### src/rtl/cmd_arbiter.sv
// Two-requester command arbiter in front of cmd_proc: grants UART or tour,
// registers the command and routes the response back to the owner only.
// Optional busy timeout is enabled by defining CMD_ARB_TMO_EN.
module cmd_arbiter #(
  parameter logic TOUR_PRIO  = 1'b0,
  parameter int   TMO_CYCLES = 2**24
) (
  input  logic        clk,
  input  logic        rst_n,
  input  logic [15:0] cmd_U,
  input  logic        cmd_rdy_U,
  output logic        clr_rdy_U,
  output logic        resp_vld_U,
  input  logic [15:0] cmd_T,
  input  logic        cmd_rdy_T,
  output logic        clr_rdy_T,
  output logic        resp_vld_T,
  output logic [15:0] cmd,
  output logic        cmd_rdy,
  input  logic        clr_cmd_rdy,
  input  logic        send_resp,
  input  logic [7:0]  resp_in,
  output logic [7:0]  resp,
  output logic        owner,
  output logic        busy,
  output logic        tmo_err
);

  typedef enum logic [1:0] {IDLE, GRANT, BUSY, RESP} state_t;

  state_t state, state_nxt;
  logic   last_owner;
  logic   clr_pend;
  logic   req_any;
  logic   grant_sel;
  logic   grant;
  logic   load_resp;
  logic   tmo_abort;
  logic   tmo_hit;

  // Tie-break: fixed tour priority, or hand the grant to whoever did not go last.
  always_comb begin
    req_any = cmd_rdy_U | cmd_rdy_T;
    if (cmd_rdy_U && cmd_rdy_T)
      grant_sel = TOUR_PRIO ? 1'b1 : ~last_owner;
    else
      grant_sel = cmd_rdy_T;
    grant = (state == IDLE) && req_any;
  end

`ifdef CMD_ARB_TMO_EN
  logic [23:0] tmo_cnt;
  logic        tmo_flag;

  assign tmo_hit = ((state == GRANT) || (state == BUSY)) &&
                   (tmo_cnt == 24'(TMO_CYCLES - 1));

  always_ff @(posedge clk or negedge rst_n) begin
    if (!rst_n) begin
      tmo_cnt  <= '0;
      tmo_flag <= 1'b0;
    end else begin
      if (grant)
        tmo_cnt <= '0;
      else if ((state == GRANT) || (state == BUSY))
        tmo_cnt <= tmo_cnt + 24'd1;
      tmo_flag <= tmo_abort;
    end
  end

  assign tmo_err = (state == RESP) && tmo_flag;
`else
  assign tmo_hit = 1'b0;
  assign tmo_err = 1'b0;
`endif

  // NOTE: every variable is given a default before the case so no latch is inferred.
  always_comb begin
    state_nxt = state;
    load_resp = 1'b0;
    tmo_abort = 1'b0;
    unique case (state)
      IDLE:  if (req_any) state_nxt = GRANT;
      GRANT: begin
        // A finished response outranks a timeout landing on the same cycle.
        if (clr_cmd_rdy && send_resp) begin
          state_nxt = RESP;
          load_resp = 1'b1;
        end else if (tmo_hit) begin
          state_nxt = RESP;
          load_resp = 1'b1;
          tmo_abort = 1'b1;
        end else if (clr_cmd_rdy) begin
          state_nxt = BUSY;
        end
      end
      BUSY: begin
        if (send_resp) begin
          state_nxt = RESP;
          load_resp = 1'b1;
        end else if (tmo_hit) begin
          state_nxt = RESP;
          load_resp = 1'b1;
          tmo_abort = 1'b1;
        end
      end
      RESP:    state_nxt = IDLE;
      default: state_nxt = IDLE;
    endcase
  end

  // NOTE: sequential state uses non-blocking assignments so every register
  // samples the pre-edge values regardless of statement order.
  always_ff @(posedge clk or negedge rst_n) begin
    if (!rst_n) begin
      state      <= IDLE;
      cmd        <= 16'h0000;
      resp       <= 8'h00;
      owner      <= 1'b0;
      last_owner <= 1'b0;
      clr_pend   <= 1'b0;
    end else begin
      state    <= state_nxt;
      clr_pend <= grant;
      if (grant) begin
        cmd        <= grant_sel ? cmd_T : cmd_U;
        owner      <= grant_sel;
        last_owner <= grant_sel;
      end
      if (load_resp)
        resp <= tmo_abort ? 8'hEE : resp_in;
    end
  end

  assign cmd_rdy    = (state == GRANT);
  assign busy       = (state != IDLE);
  assign clr_rdy_U  = clr_pend & ~owner;
  assign clr_rdy_T  = clr_pend & owner;
  assign resp_vld_U = (state == RESP) & ~owner;
  assign resp_vld_T = (state == RESP) & owner;

endmodule
### config.mk
export PLATFORM = sky130hd
export DESIGN_NAME = cmd_arbiter
export DESIGN_NICKNAME = d
export VERILOG_FILES = /design/src/rtl/cmd_arbiter.sv
export SDC_FILE = /design/constraint.sdc
export NUM_CORES = 1
export LEC_CHECK = 0
export ABC_AREA = 1
export CORE_ASPECT_RATIO = 1.1
export CORE_MARGIN = 8
export CORE_UTILIZATION = 39
export CTS_BUF_LIST = sky130_fd_sc_hd__clkbuf_16
export DETAILED_ROUTE_END_ITERATION = 6
export PLACE_DENSITY = 0.8
export RECOVER_POWER = 100
export SYNTH_ARGS = -nofsm -noshare
export SYNTH_HDL_FRONTEND = slang
export SYNTH_SLANG_ARGS = --single-unit
### constraint.sdc
create_clock -name clk -period 1.86 [get_ports clk]
set_input_delay 0.186 -clock clk [delete_from_list [all_inputs] [get_ports clk]]
set_output_delay 0.186 -clock clk [all_outputs]
set_load 0.1 [all_outputs]
* Word-level counts from Yosys, hierarchy flattened
Cells that the tools add are included.
** Storage, ports and cells
- Register bits after elaboration :: 28
- Bits of input ports :: 46
- Output and inout port bits :: 32
** Cells by class
- Equal/unequal tests :: 6
- Multiplexer cells :: 10
- Bitwise operators :: 6
- Reduce and logical (&&, ||, !) cells :: 6
** Operators with widths (count)
- $mux 16 :: 1
- $mux 2 :: 4
- $pmux 2 s4 :: 1
- $and 1x1->1 :: 4
- $eq 2x2->1 const B :: 2
- $ne 2x2->1 const B :: 2
- $logic_and 1x1->1 :: 3
- $mux 1 :: 3
- $ne 3x1->1 const B :: 1
- $reduce_and 3->1 :: 1
- $eq 2x1->1 const B :: 1
- $logic_not 2->1 :: 1
- $pmux 1 s2 :: 1
- $reduce_bool 2->1 :: 1
- $not 1->1 :: 1
- $or 1x1->1 :: 1

* Depth between registers and ports, before layout
Gate-level depths: netlist of run 1.
- Depth in word-level cells :: 3
- Depth in mapped cells :: 8
- Depth with buffers taken out :: 7

* Worst setup path after synthesis of run 1
Ideal clock, no wire load.
- Path type :: flip-flop to output port
- Start point :: reg, netlist name last_owner
- End point :: out clr_rdy_U
- Arrival :: 2.212 ns
- Data required time :: 1.674 ns
- Slack :: -0.538 ns
- Stages on the path, launching flop included :: 2
- Cells stage by stage :: dfrtp_1 > nor2_1
** RTL lines
- end, declared :: line 12 : output logic clr_rdy_U,

* Final worst setup path of run 1
- Start point :: reg state[0]
- End point :: out busy
** On the way
- Cells in the longest elaborated chain, start to end :: 1
** RTL lines
- start, declared :: line 31 : state_t state, state_nxt;
- start signal, assigned :: line 123 : state <= state_nxt;
- $reduce_bool 2->1 :: line 136 : assign busy = (state != IDLE);
- end, declared :: line 25 : output logic busy,
Every way passes these cells.

==> metrics.cfg, run 1 <==
[logic_synthesis]
synth_area_leaders = dfrtp_1 47%, nand2_1 28%, nand3_1 6.4%, ha_1 4.2%, o21ai_0 3.0%
synth_area_per_cell_sq_um = 7.32
synth_seq_cells = 28
synth_nets = 253
ys_seq_area_share_pct = 47.4
synth_cell_type_count = 16
postSynthCellCount = 202
yosysTopAreaCell = dfrtp_1
syn_area_sq_um = 1480
synth_warnings = 0
synth_top_area_share_pct = 47.4

[timing]
tightestPinTransition_ps = 683
final.setup.tns_ps = 0
finClkSkew_ps = 3.16
max_freq_mhz = 592
drv_slew = 0
post-route-period-util_pct = 90.9
setup_violations = 0
holdWs_ps = 455
relSlewSlack_pct = 54.5
rsz0062_at_grt = no
hold_viol = 0
period_needed_ps = 1690

[cts]
clk_pin_slew_worst_paths_ps = 70
numCtsBuffers = 3
clk_latency_ps = 260
htreeDepth = 1
cts_tree = built
cts_setup_buffers = 0
root_buffer = clkbuf_16
clock_tree.buffer_depth = 2
clkSinkCount = 28

[floorplanning]
dieHeight_um = 80.6
core_sq_um = 3650
fp-row-count = 23
start_util_pct = 40.5
die_area_sq_um = 6020
die_w_um = 74.7
pin_count = 78

[worst_setup_path]
crit_type = register to output pin
ff2ff_path_depth = 7
crit_arrival_ps = 1500
r2r_start = state[0]
r2r-end = last_owner
cp-end-kind = output pin
crit_fanout = 5
start_kind = register
r2r_slack_ps = 250
required_ps = 1670

[hold_path]
hold_path_class = input port to register
hold_end = resp[7]
holdPathStages = 3
worstHoldStart = resp_in[7]

[routing]
num_vias = 1507
vias_per_cell = 4.58
ant_nets = 0
drc = 0
drt_first_pass_iters = 4
drtIter0Drc = 65
wire_per_inst_um = 13.1
drt-total-wl_um = 4330

[cells_and_area]
drive_gt1_share_pct = 16.5
diodes = 0
area_delta_synth_final_pct = 52.7
layout.nets = 331
final_area_sq_um = 2260
final_util_pct = 61.8

[placement]
place.gp.congestion = 0.750
placed_area_sq_um = 2290
io_buffers = 76
dp_hpwl_um = 3430

[grt]
grt_usage_pct = 15.3
antenna_found_initial = 0
grt_max_degree = 29
grt_pass1_wl_um = 7290
grt_pass1_vias = 1598
gr-total-overflow = 0

[flow_run]
max_cap_viol_count = 0

[run_status]
status = finished, final reports clean

-- layout make-up --
type | count | area, sq um
clock buffer | 3 | 75.1
clock inverter | 1 | 3.75
tap | 50 | 62.6
fill | 355 | 1400
inverter | 14 | 52.6
timing repair buffer | 80 | 681
sequential | 28 | 701
multi-input combinational | 153 | 683
-- repair_timing --
item / CTS / global route
hold buffers: 0 / 0
resized for setup: 0 / 2
setup endpoints to repair: 0 / 8
-- layout by cell type, fill, tap and decap left out, drive strengths merged --
| cell | instances |
|---|---|
| nand4 | 1 |
| buf | 6 |
| o21ai | 9 |
| nor2 | 4 |
| inv | 14 |
| dfrtp | 28 |
| clkbuf | 32 |
| conb | 1 |
| nand2 | 112 |
| ha | 5 |
| nand3 | 19 |
| clkinv | 1 |
| a21oi | 2 |
| clkdlybuf4s50 | 44 |
| dlygate4sd3 | 1 |
-- kinds of logic after synthesis --
kind of cell             after synthesis  share of synthesized area (%)
AND/OR/NAND/NOR                      136                           36.6
buffers and inverters                 21                           7.02
flip-flops                            28                           47.4
other                                  1                          0.254
AO/OA/AOI/OAI                         11                           4.48
adder cells (fa/ha/maj)                5                           4.23
-- metrics by stage --
stage	cells	setup slack, ps
detailed placement	325	119
CTS	329	101
floorplan	202	-71.3
finish	329	170
global route	329	58.3
global placement	325	263
-- synth_stat cells --
| cell type | count |
|---|---|
| inv_1 | 12 |
| conb_1 | 1 |
| inv_2 | 2 |
| buf_6 | 1 |
| nand4_1 | 1 |
| ha_1 | 5 |
| a21oi_4 | 1 |
| nand2_1 | 110 |
| o21ai_0 | 9 |
| buf_4 | 4 |
| nand2_2 | 2 |
| a21oi_1 | 1 |
| buf_2 | 2 |
| dfrtp_1 | 28 |
| nand3_1 | 19 |
| nor2_1 | 4 |
-- state kept, by name, indices dropped and copies added, names as in the netlist --
| register | flops |
|---|---|
| last_owner | 1 |
| resp | 8 |
| cmd | 16 |
| clr_pend | 1 |
| state | 2 |
-- layer usage --
layer | GRT usage (%) | share of wire, %
met5 | 0 | 0
met4 | 4.12 | 1.6
met3 | 5.85 | 10
met2 | 27.0 | 49
met1 | 16.3 | 39
-- how the worst max path moves through the flow --
stage,start,end,slack (ps),depth (start not counted)
CTS,state[0],resp[6],100,6
global placement,state[0],resp[5],260,6
floorplan,state[0],cmd[0],-70,8
finish,state[0],busy,170,4
detailed placement,state[0],resp[6],120,6
global route,state[0],last_owner,60,7
-- critical path: stages (launching register included) --
cell and delay (ps):
dfrtp_1 410, inv_1 120, ha_1 230, inv_1 120, clkbuf_4 350
Power of run 1 is not shown: default switching activity piles up to over one toggle a cycle in this logic, so the estimate is an artifact.
==> inputs of run 2 (changes only) <==
--- a/config.mk
+++ b/config.mk
@@ -11,6 +11,7 @@
 export CORE_UTILIZATION = 39
 export CTS_BUF_LIST = sky130_fd_sc_hd__clkbuf_16
 export DETAILED_ROUTE_END_ITERATION = 6
+export GPL_TIMING_DRIVEN = 0
 export PLACE_DENSITY = 0.8
 export RECOVER_POWER = 100
 export SYNTH_ARGS = -nofsm -noshare
==> run 2 against run 1 <==
Critical path type unchanged. Count of clock-buffer cells in the layout is the same. Worst hold slack lost 120 ps. Die area unchanged. Critical endpoint is now cmd_rdy.
==> metrics.cfg, run 2 (synthesized netlist as in run 1, its figures left out) <==
[cts]
root_buffer = clkbuf_16
clk_pin_slew_worst_paths_ps = 60
numCtsBuffers = 3
cts_tree = built
clock_tree.buffer_depth = 2
cts_setup_buffers = 0
clk_latency_ps = 260
clkSinkCount = 28
htreeDepth = 1

[cells_and_area]
final_util_pct = 61.6
area_delta_synth_final_pct = 52.2
top_regs = cmd: 16 flops, resp: 8 flops, state: 2 flops
diodes = 0
drive_gt1_share_pct = 9.61
final_common_cell = nand2_1
layout_common_cells = 110 x nand2_1, 43 x clkdlybuf4s50_1, 27 x dfrtp_1
fill_cells = 366
largest_reg_flops = 16
top_register = cmd
layout.nets = 333

[timing]
setup_violations = 0
max_freq_mhz = 556
tightestPinTransition_ps = 1220
finClkSkew_ps = 2.63
period_needed_ps = 1800
relSlewSlack_pct = 18.2
hold_viol = 0
holdWs_ps = 337
drv_slew = 0
post-route-period-util_pct = 96.7

[routing]
met3_length_um = 490
drtIter0Drc = 61
num_vias = 1487
top_layer = met4
wl_met2_um = 1960
wire_per_inst_um = 12.6
drt_first_pass_iters = 4
vias_per_cell = 4.49
drt-total-wl_um = 4160
drc = 0
ant_nets = 0
wl_met1_um = 1690

[worst_setup_path]
slowest_delay_ps = 570
path_cells = inv_1, ha_2, clkdlybuf4s15_2
crit_arrival_ps = 1610
ff2ff_path_depth = 8
crit_fanout = 5
required_ps = 1670
crit_family = buffers and inverters
cp-end-kind = output pin
crit_buf_inv = 2
crit_type = register to output pin
start_kind = register
crit_slowest_cell = clkdlybuf4s15_2
crit_cells = 3

[grt]
grt_max_degree = 29
grt_usage_pct = 14.2
grt_pass1_vias = 1514
antenna_found_initial = 0
grt_pass1_wl_um = 6830
gr-total-overflow = 0

[hold_path]
hold_path_class = input port to register
holdPathStages = 5

[placement]
io_buffers = 75
place.gp.congestion = 0.751
dp_hpwl_um = 3240

[floorplanning]
die_area_sq_um = 6020
start_util_pct = 40.5
pin_count = 78
core_sq_um = 3650
dieHeight_um = 80.6
fp-row-count = 23
die_w_um = 74.7

[flow_run]
max_cap_viol_count = 0

[run_status]
status = finished, final reports clean

==> run 2: per-layer routing <==
layer	track usage [%]	vias up
li1	-	779
met4	2.94	0
met2	24.6	51
met3	6.23	2
met1	15.6	655
met5	0	-
==> run 2: final timing paths <==
check / start / end / slack, ps
worst max register to register: state[0] / cmd[4] / 200
max in group asynchronous: rst_n / last_owner / 410
worst min-delay path: cmd_rdy_T / cmd[7] / 340
worst max-delay path: state[1] / cmd_rdy / 60
min in group asynchronous: rst_n / cmd[9] / 640
worst min register to register: cmd[1] / cmd[1] / 480
==> run 2: worst min-delay path, delay by kind of cell <==
family / cells / cell delay [ps]
buffers and inverters: 1 / 150
and+or+nand+nor: 4 / 220
==> run 2: area by class of cell <==
cell class	instances	area [sq um]	area share (%)
clock buffers	3	75.1	3.34
inverters	14	52.6	2.33
well taps	50	62.6	2.78
multi-input cells	153	686	30.5
flip-flops and latches	28	702	31.2
clock inverters	1	30.0	1.33
repair buffers	75	592	26.3
plain buffers	7	51.3	2.28
==> run 2: what timing repair did <==
action	4_1_cts	5_1_grt
gates cloned	0	0
setup endpoints to repair	31	10
resized for setup	44	4
hold buffers	0	0
==> run 2: metrics by stage <==
stage / instance area [sq um] / std cells / setup WS [ps] / setup TNS [ps]
CTS: 2370 / 331 / 25.6 / 0
global placement: 2300 / 327 / -360 / -905
detailed placement: 2300 / 327 / -397 / -994
floorplan: 1490 / 202 / -71.3 / -713
global route: 2250 / 331 / -11.6 / -11.6
finish: 2250 / 331 / 60.5 / 0
Power of run 2 is left out for the same reason.
==> inputs of run 3 (changes only) <==
--- a/config.mk
+++ b/config.mk
@@ -12,7 +12,7 @@
 export CTS_BUF_LIST = sky130_fd_sc_hd__clkbuf_16
 export DETAILED_ROUTE_END_ITERATION = 6
 export GPL_TIMING_DRIVEN = 0
-export PLACE_DENSITY = 0.8
+export PLACE_DENSITY_LB_ADDON = 0.15
 export RECOVER_POWER = 100
 export SYNTH_ARGS = -nofsm -noshare
 export SYNTH_HDL_FRONTEND = slang
==> run 3 against run 2 <==
Register-to-register slack hardly changed. Critical path depth stayed put. Via count is 1.1% lower. Core utilization stayed put. Die area stayed put. Highest routed layer unchanged.
==> metrics.cfg, run 3 (synthesized netlist as in run 1, its figures left out) <==
[run_status]
status = finished, final reports clean

[floorplanning]
pin_count = 78
die_w_um = 74.7
core_sq_um = 3650
dieHeight_um = 80.6
die_area_sq_um = 6020
fp-row-count = 23
start_util_pct = 40.5

[flow_run]
max_cap_viol_count = 0

[cts]
clock_tree.buffer_depth = 2
root_buffer = clkbuf_16
clk_latency_ps = 260
clk_pin_slew_worst_paths_ps = 70
numCtsBuffers = 3
clkSinkCount = 28
htreeDepth = 1
cts_tree = built

[grt]
antenna_found_initial = 0
grt_pass1_wl_um = 6720
grt_max_degree = 29
gr-total-overflow = 0
grt_usage_pct = 14.1
grt_pass1_vias = 1418

[timing]
post-route-period-util_pct = 96.2
hold_viol = 0
tightestPinTransition_ps = 1210
period_needed_ps = 1790
final.setup.worst_slack_ps = 69.8
setup_violations = 0
max_freq_mhz = 559
final.setup.tns_ps = 0
rsz0062_at_grt = no
finClkSkew_ps = 2.14
drv_slew = 0
relSlewSlack_pct = 20.0

[worst_setup_path]
crit_fanout = 5
cp-startpoint = state[1]
start_kind = register
cp-end-kind = output pin
crit_type = register to output pin
r2r_start = state[0]
crit_arrival_ps = 1600
required_ps = 1670

[hold_path]
hold_path_class = input port to register
worstHoldStart = cmd_rdy_T

[cells_and_area]
largest_reg_flops = 16
fill_cells = 358
top_regs = cmd: 16 flops, resp: 8 flops, state: 2 flops
layout_common_cells = 110 x nand2_1, 43 x clkdlybuf4s50_1, 27 x dfrtp_1
diodes = 0
final_common_cell = nand2_1
layout.nets = 334
area_delta_synth_final_pct = 52.2
drive_gt1_share_pct = 10.3
top_register = cmd

[routing]
drtIter0Drc = 47
drc = 0
drt-total-wl_um = 4120
vias_per_cell = 4.43
wire_per_inst_um = 12.4
ant_nets = 0
num_vias = 1470
drt_first_pass_iters = 4

[placement]
place.gp.congestion = 0.836
dp_slack_ps = -395
dp_hpwl_um = 3270
io_buffers = 75

[run 3: changes by cell type in the layout (fill, tap and decap cells not counted), sizes merged]
| cell | before | now |
|---|---|---|
| clkbuf | 30 | 32 |
| clkdlybuf4s15 | 4 | 2 |
| clkdlybuf4s18 | 0 | 1 |
[run 3: area by class of cell]
class	count	area (sq um)	share of cell area, %
Multi-Input combinational cell	153	688	30.6
Timing Repair Buffer	76	589	26.2
Inverter	14	52.6	2.33
Buffer	7	51.3	2.28
Clock buffer	3	75.1	3.34
Tap cell	50	62.6	2.78
Clock inverter	1	30.0	1.33
Sequential cell	28	702	31.2
[run 3: critical path, stage by stage, from the launching register on]
cell,delay [ps]
dfrtp_1,430
inv_1,130
ha_2,230
clkdlybuf4s18_2,550
[run 3: path summary, 6_finish.rpt]
kind,end,slack (ps),cells after the start
setup / recovery,cmd_rdy,70,3
hold / removal,cmd[12],330,5
setup reg to reg,cmd[0],190,8
hold reg to reg,cmd[1],480,2
max in group asynchronous,last_owner,880,2
min in group asynchronous,cmd[9],500,2
[run 3: what timing repair did]
| item | 4_1_cts | 5_1_grt |
|---|---|---|
| hold buffers | 0 | 1 |
| hold endpoints to repair | 0 | 28 |
| endpoints found under the setup margin | 31 | 11 |
| buffers inserted | 0 | 0 |
| resized for setup | 42 | 7 |
[run 3: per-stage QoR]
stage / area (sq um) / instances / hold WS (ps) / util (%)
4_1_cts: 2370 / 331 / 330 / 64.9
2_1_floorplan: 1490 / 202 / -110 / -
6_report: 2250 / 332 / 331 / 61.6
3_5_place_dp: 2300 / 327 / 465 / 63.0
5_1_grt: 2250 / 332 / 363 / 61.6
3_3_place_gp: 2300 / 327 / 462 / 63.0
[run 3: layer usage]
metal / track usage, % / wire, um
met4: 2.94 / 16
met5: 0 / 0
met2: 24.3 / 2080
met1: 16.5 / 1740
met3: 4.36 / 284
Power of run 3 is left out for the same reason.
